**config.mk**
```make
export PLATFORM = sky130hd
export DESIGN_NAME = hilo_muldiv_unit_flat
export DESIGN_NICKNAME = d
export VERILOG_FILES = /design/src/rtl/hilo_muldiv_unit_if.sv /design/src/rtl/hilo_muldiv_unit.sv /design/src/flat_wrapper.sv
export SDC_FILE = /design/constraint.sdc
export NUM_CORES = 1
export LEC_CHECK = 0
export ABC_AREA = 0
export ABC_CLOCK_PERIOD_IN_PS = 4160
export CORE_ASPECT_RATIO = 0.75
export CORE_UTILIZATION = 30
export DETAILED_ROUTE_END_ITERATION = 7
export SYNTH_ARGS = -nofsm -noshare
export SYNTH_HDL_FRONTEND = slang
export SYNTH_SLANG_ARGS = --single-unit
```
**constraint.sdc**
```tcl
create_clock -name clk -period 4.16 [get_ports clk]
set_clock_uncertainty 0.2 [all_clocks]
set_input_delay 0.416 -clock clk [delete_from_list [all_inputs] [get_ports clk]]
set_output_delay 0.416 -clock clk [all_outputs]
set_load 0.005 [all_outputs]
```
**src/rtl/hilo_muldiv_unit_if.sv**
```systemverilog
// Command and result bundle between the control/datapath and the HI/LO multiply-divide unit.
// The core drives the command signals and reads back HI/LO plus the busy/done status.
interface hilo_muldiv_unit_if;
    logic        start;
    logic        flush;
    logic        hi_write;
    logic        lo_write;
    logic        if_unsigned;
    logic [3:0]  alu_op;
    logic [31:0] rs_data;
    logic [31:0] rt_data;
    logic [31:0] hi;
    logic [31:0] lo;
    logic        busy;
    logic        done;

    modport master (
        output start, flush, hi_write, lo_write, if_unsigned, alu_op, rs_data, rt_data,
        input  hi, lo, busy, done
    );

    modport slave (
        input  start, flush, hi_write, lo_write, if_unsigned, alu_op, rs_data, rt_data,
        output hi, lo, busy, done
    );
endinterface

```
**src/rtl/hilo_muldiv_unit.sv**
```systemverilog
// Iterative MULT/MULTU/DIV/DIVU engine that owns the HI/LO registers.
// It does one bit per cycle on magnitudes and fixes the result signs in a final cycle.
module hilo_muldiv_unit (
    input  logic                 clk,
    input  logic                 rst_n,
    hilo_muldiv_unit_if.slave    bus
);

    localparam logic [3:0] ALU_MUL = 4'b1000;
    localparam logic [3:0] ALU_DIV = 4'b1001;

    typedef enum logic [1:0] {StIdle, StMul, StDiv, StFix} state_e;

    state_e      state_q, state_d;
    logic [4:0]  cnt_q, cnt_d;
    // MUL: running product. DIV: {partial remainder, dividend shifting into quotient}.
    logic [63:0] acc_q, acc_d;
    logic [31:0] opb_q, opb_d;
    logic        neg_lo_q, neg_lo_d;
    logic        neg_hi_q, neg_hi_d;
    logic        is_div_q, is_div_d;
    logic [31:0] hi_q, hi_d;
    logic [31:0] lo_q, lo_d;
    logic        done_q, done_d;

    logic        is_signed;
    logic        cmd_mul, cmd_div, cmd_mthi, cmd_mtlo;
    logic [31:0] rs_abs, rt_abs;
    logic [32:0] mul_sum;
    logic [31:0] div_trial;
    logic        div_ge;
    logic [31:0] div_sub;
    logic [63:0] prod_neg;
    logic [31:0] rem_neg, quo_neg;

    assign is_signed = ~bus.if_unsigned;
    assign cmd_mul   = bus.hi_write & bus.lo_write & (bus.alu_op == ALU_MUL);
    assign cmd_div   = bus.hi_write & bus.lo_write & (bus.alu_op == ALU_DIV);
    assign cmd_mthi  = bus.hi_write & ~bus.lo_write;
    assign cmd_mtlo  = bus.lo_write & ~bus.hi_write;

    assign rs_abs = (is_signed & bus.rs_data[31]) ? (32'd0 - bus.rs_data) : bus.rs_data;
    assign rt_abs = (is_signed & bus.rt_data[31]) ? (32'd0 - bus.rt_data) : bus.rt_data;

    assign mul_sum = {1'b0, acc_q[63:32]} + ({33{acc_q[0]}} & {1'b0, opb_q});

    // The shifted partial remainder is 33 bits wide: acc_q[63] is its top bit, so any
    // set top bit guarantees it exceeds the 32-bit divisor and the low 32 bits of the
    // difference are exact.
    assign div_trial = {acc_q[62:32], acc_q[31]};
    assign div_ge    = acc_q[63] | (div_trial >= opb_q);
    assign div_sub   = div_trial - opb_q;

    assign prod_neg = 64'd0 - acc_q;
    assign rem_neg  = 32'd0 - acc_q[63:32];
    assign quo_neg  = 32'd0 - acc_q[31:0];

    always_comb begin
        state_d  = state_q;
        cnt_d    = cnt_q;
        acc_d    = acc_q;
        opb_d    = opb_q;
        neg_lo_d = neg_lo_q;
        neg_hi_d = neg_hi_q;
        is_div_d = is_div_q;
        hi_d     = hi_q;
        lo_d     = lo_q;
        done_d   = 1'b0;

        if (bus.flush) begin
            state_d = StIdle;
        end else begin
            unique case (state_q)
                StIdle: begin
                    if (bus.start) begin
                        if (cmd_mul || cmd_div) begin
                            neg_lo_d = is_signed & (bus.rs_data[31] ^ bus.rt_data[31]);
                            neg_hi_d = is_signed & bus.rs_data[31];
                            is_div_d = cmd_div;
                            cnt_d    = 5'd0;
                            if (cmd_mul) begin
                                acc_d   = {32'd0, rt_abs};
                                opb_d   = rs_abs;
                                state_d = StMul;
                            end else if (bus.rt_data == 32'd0) begin
                                // Divide by zero: raw dividend to HI, all-ones to LO, no sign fix.
                                acc_d    = {bus.rs_data, 32'hFFFF_FFFF};
                                opb_d    = 32'd0;
                                neg_lo_d = 1'b0;
                                neg_hi_d = 1'b0;
                                state_d  = StFix;
                            end else begin
                                acc_d   = {32'd0, rs_abs};
                                opb_d   = rt_abs;
                                state_d = StDiv;
                            end
                        end else if (cmd_mthi) begin
                            hi_d = bus.rs_data;
                        end else if (cmd_mtlo) begin
                            lo_d = bus.rs_data;
                        end
                    end
                end
                StMul: begin
                    acc_d = {mul_sum, acc_q[31:1]};
                    cnt_d = cnt_q + 5'd1;
                    if (cnt_q == 5'd31) begin
                        state_d = StFix;
                    end
                end
                StDiv: begin
                    if (div_ge) begin
                        acc_d = {div_sub, acc_q[30:0], 1'b1};
                    end else begin
                        acc_d = {div_trial, acc_q[30:0], 1'b0};
                    end
                    cnt_d = cnt_q + 5'd1;
                    if (cnt_q == 5'd31) begin
                        state_d = StFix;
                    end
                end
                StFix: begin
                    if (is_div_q) begin
                        hi_d = neg_hi_q ? rem_neg : acc_q[63:32];
                        lo_d = neg_lo_q ? quo_neg : acc_q[31:0];
                    end else begin
                        hi_d = neg_lo_q ? prod_neg[63:32] : acc_q[63:32];
                        lo_d = neg_lo_q ? prod_neg[31:0]  : acc_q[31:0];
                    end
                    done_d  = 1'b1;
                    state_d = StIdle;
                end
                default: begin
                    state_d = StIdle;
                end
            endcase
        end
    end

    always_ff @(posedge clk or negedge rst_n) begin
        if (!rst_n) begin
            state_q  <= StIdle;
            cnt_q    <= 5'd0;
            acc_q    <= 64'd0;
            opb_q    <= 32'd0;
            neg_lo_q <= 1'b0;
            neg_hi_q <= 1'b0;
            is_div_q <= 1'b0;
            hi_q     <= 32'd0;
            lo_q     <= 32'd0;
            done_q   <= 1'b0;
        end else begin
            state_q  <= state_d;
            cnt_q    <= cnt_d;
            acc_q    <= acc_d;
            opb_q    <= opb_d;
            neg_lo_q <= neg_lo_d;
            neg_hi_q <= neg_hi_d;
            is_div_q <= is_div_d;
            hi_q     <= hi_d;
            lo_q     <= lo_d;
            done_q   <= done_d;
        end
    end

    assign bus.hi   = hi_q;
    assign bus.lo   = lo_q;
    assign bus.busy = (state_q != StIdle);
    assign bus.done = done_q;

endmodule
```
**src/flat_wrapper.sv**
```systemverilog
// flat-port wrapper written by rule: the top's interface ports become plain ports
module hilo_muldiv_unit_flat 
  (clk, rst_n, bus_start, bus_flush, bus_hi_write, bus_lo_write, bus_if_unsigned, bus_alu_op, bus_rs_data, bus_rt_data, bus_hi, bus_lo, bus_busy, bus_done);
  hilo_muldiv_unit_if bus_i ();
  input  logic clk;
  input  logic rst_n;
  input wire logic [$bits(bus_i.start)-1:0] bus_start;
  input wire logic [$bits(bus_i.flush)-1:0] bus_flush;
  input wire logic [$bits(bus_i.hi_write)-1:0] bus_hi_write;
  input wire logic [$bits(bus_i.lo_write)-1:0] bus_lo_write;
  input wire logic [$bits(bus_i.if_unsigned)-1:0] bus_if_unsigned;
  input wire logic [$bits(bus_i.alu_op)-1:0] bus_alu_op;
  input wire logic [$bits(bus_i.rs_data)-1:0] bus_rs_data;
  input wire logic [$bits(bus_i.rt_data)-1:0] bus_rt_data;
  output wire logic [$bits(bus_i.hi)-1:0] bus_hi;
  output wire logic [$bits(bus_i.lo)-1:0] bus_lo;
  output wire logic [$bits(bus_i.busy)-1:0] bus_busy;
  output wire logic [$bits(bus_i.done)-1:0] bus_done;
  assign bus_i.start = bus_start;
  assign bus_i.flush = bus_flush;
  assign bus_i.hi_write = bus_hi_write;
  assign bus_i.lo_write = bus_lo_write;
  assign bus_i.if_unsigned = bus_if_unsigned;
  assign bus_i.alu_op = bus_alu_op;
  assign bus_i.rs_data = bus_rs_data;
  assign bus_i.rt_data = bus_rt_data;
  assign bus_hi = bus_i.hi;
  assign bus_lo = bus_i.lo;
  assign bus_busy = bus_i.busy;
  assign bus_done = bus_i.done;
  hilo_muldiv_unit u_core (.clk(clk), .rst_n(rst_n), .bus(bus_i));
endmodule
```
==> flow_summary.json <==
{
  "status": "completed",
  "grt_usage": 0.276,
  "synth_top_area_frac": 0.276,
  "place.port_buffers": 140,
  "drt_first_iter_violations": 2366,
  "reg2reg_slack_ns": 0.26,
  "slew_viol_final": 0,
  "htree_num_levels": 4,
  "synth_largest_area_cell": "dfrtp_1",
  "crit_path_end_kind": "flip-flop",
  "placedCellCount": 2872,
  "syn_area_per_cell_sq_um": 7.50,
  "synth.distinct_cells": 77,
  "leakagePower_nw": 7.96,
  "drc": 0,
  "slew_headroom": 0.321,
  "synthToLayoutAreaGrowth_pct": 22.9,
  "synth.area.top_cells": "dfrtp_1, a21oi_1, nand2_1, ha_1, o21ai_0",
  "vias_per_cell": 5.87,
  "antenna_found_initial": 0,
  "route.vias.total": 17100,
  "hold_viol_final": 0,
  "syn_area_sq_um": 15500,
  "synth_nets": 2215,
  "wl_mm": 72.8,
  "period_minus_slack_ns": 3.90,
  "routedWlPerCell_um": 25.0,
  "cpMostUsedCell": "nor4_1",
  "gr-total-overflow": 0,
  "synth_common_cells": "nand2_1, a21oi_1, nor2_1",
  "synth_flop_cell": "dfrtp_1",
  "grt_max_degree": 97,
  "rsz0062_at_grt": "no",
  "clkTransAtPathRegs_ns": 0.07,
  "crit_required_ns": 4.36,
  "worst_setup_path_start_kind": "flip-flop",
  "crit_path_max_incr_delay_ns": 0.72,
  "reg2reg_to": "u_core.bus.hi[13]",
  "setup-tns-final_ns": 0,
  "grt_pass1_vias": 15800,
  "synth_compound_area_frac": 0.289,
  "cap_viol_max_count": 0,
  "grt_pass1_wl_mm": 107,
  "period_share": 0.937,
  "layout-drive-gt1-share": 0.100,
  "synth_sequential_area_ratio": 0.276,
  "clk_path_buf_depth": 2,
  "worstHoldPathCells": 1,
  "synth_xor_area_frac": 0.0967,
  "fillers": 5195,
  "fmax_mhz": 257,
  "synth-seq-cells": 171,
  "rows": 71,
  "clkSinkCount": 171,
  "die-height_um": 199,
  "yosys_warnings": 0,
  "finalPower_mw": 13.0,
  "cts_made_buffers": 17,
  "cts-root-buf": "clkbuf_16",
  "final_util": 0.376,
  "hp-class": "flip-flop to flip-flop",
  "r2r-start": "u_core.acc_q[4]",
  "synth_mux_area_frac": 0.0225,
  "holdPathEnd": "u_core.bus.lo[17]",
  "hold_path.startpoint": "u_core.bus.lo[17]",
  "synth_top_family_by_area": "compound AO/OA/AOI/OAI gates",
  "dieWidth_um": 264,
  "path_class": "flip-flop to flip-flop",
  "multi_input_area_sq_um": 10500,
  "ir_worst_vdd_uv": 331,
  "die_area_sq_um": 52500,
  "regArea_sq_um": 4280,
  "syn_inst": 2063,
  "tightest_slew_ns": 1.02,
  "critPathMaxFanout": 7,
  "cp_cell_sequence": "nor4_1 -> nand4_1 -> nor4_1 -> o21ai_0 -> nor2_1 -> a21oi_1 -> xnor2_1 -> a211oi_1 -> a21o_1",
  "yosys.area_share.simple": 0.201,
  "critPathArrivalTime_ns": 4.09,
  "place_hpwl_mm": 58.1,
  "start_util": 0.306,
  "clk_latency_ns": 0.47,
  "synthAdderAreaFrac": 0.0632,
  "core-area_sq_um": 50500,
  "setup_viol_count_final": 0,
  "synth_most_common_cell": "nand2_1",
  "slowest_stage": "nor4_1",
  "gp_congestion": 1.01,
  "ys_async_sr_fraction": 1.00,
  "final_cells": 2906,
  "cts_tree": "done",
  "fin_nets": 2388,
  "ant_nets": 0,
  "power_density_nw_per_um2": 683,
  "io-pin-count": 141,
  "insertedDiodeCount": 0,
  "reg2regPathDepth": 9,
  "dr.pass1.iters": 6,
  "synth_edf_count": 0
}
## state kept, by name, summed over array words and instances, names as in the netlist
signal / count
u_core.acc_q: 64
u_core.bus.done: 1
u_core.bus.hi: 32
u_core.bus.lo: 32
u_core.cnt_q: 5
u_core.is_div_q: 1
u_core.neg_hi_q: 1
u_core.neg_lo_q: 1
u_core.opb_q: 32
u_core.state_q: 2
## cell families after synthesis
family	after synthesis
adders and majority gates	77
DFF	171
buffers and inverters	205
and+or+nand+nor	685
AOI/OAI and AO/OA	720
muxes	34
xor gates and xnor gates	171
## per-stage QoR
| stage | area [sq um] | hold slack (ns) | setup slack [ns] |
|---|---|---|---|
| 3_3_place_gp | 18400 | 0.264 | 0.0917 |
| 6_report | 19000 | 0.284 | 0.264 |
| 4_1_cts | 19000 | 0.287 | 0.155 |
| 2_1_floorplan | 15500 | -0.0796 | 0.627 |
| 5_1_grt | 19000 | 0.307 | 0.0853 |
| 3_5_place_dp | 18400 | 0.270 | 0.0635 |
## worst max-delay path, delay by kind of cell (launching register included)
family | cells | cell delay [ns]
AO/OA/AOI/OAI | 4 | 0.85
AND/OR/NAND/NOR | 4 | 2.11
flip-flops | 1 | 0.49
XOR/XNOR | 1 | 0.17
## cell usage in the layout (no fill, tap or decap), types with 27 or more instances in the layout
master | Yosys | routed
mux2i_1 | 27 | 27
inv_1 | 65 | 64
o21ai_0 | 185 | 185
a21oi_1 | 209 | 209
nand3_1 | 32 | 32
clkdlybuf4s50_1 | 0 | 139
nor2_1 | 196 | 193
dfrtp_1 | 171 | 171
a31oi_1 | 38 | 38
ha_1 | 75 | 73
nor3_1 | 46 | 46
a211oi_1 | 33 | 33
a21o_1 | 43 | 41
nand2_1 | 260 | 260
xnor2_1 | 84 | 84
buf_4 | 0 | 147
xor2_1 | 87 | 87
## metal layers
| layer | share of wire | vias to the layer above | GRT usage |
|---|---|---|---|
| met5 | 0 | - | 0 |
| met4 | 0.028 | 0 | 0.0823 |
| met3 | 0.14 | 94 | 0.104 |
| met2 | 0.37 | 1053 | 0.361 |
| met1 | 0.46 | 8125 | 0.408 |
| li1 | - | 7798 | - |
## worst max-delay path by stage
stage / end / start / slack (ns) / cells past startpoint
after floorplan: u_core.acc_q[60] / u_core.acc_q[0] / 0.63 / 14
after global placement: u_core.acc_q[31] / bus_rt_data[10] / 0.09 / 8
after detailed placement: u_core.acc_q[31] / bus_rt_data[10] / 0.06 / 8
after CTS: u_core.acc_q[62] / u_core.acc_q[0] / 0.15 / 13
after global routing: u_core.acc_q[61] / u_core.acc_q[33] / 0.09 / 11
final: u_core.bus.hi[13] / u_core.acc_q[4] / 0.26 / 9
## timing repair
action	CTS	global route
setup endpoints to repair	0	2
endpoints found under the hold margin	94	0
setup buffers	0	1
hold buffers	1	0
gates resized for setup	0	3
## where the power goes
group / switching (mW) / total, mW / internal [mW]
Sequential: 0.880 / 3.21 / 2.33
Combinational: 4.74 / 8.01 / 3.28
Clock: 0.799 / 1.77 / 0.969
## area by class of cell
class / count / area share
clock buffer: 17 / 0.0224
clock inverter: 15 / 0.0106
inverter: 68 / 0.0136
multi-input combinational: 1687 / 0.550
sequential: 171 / 0.225
tap: 657 / 0.0432
timing repair buffer: 291 / 0.135
(Power assumes the default switching activity.)
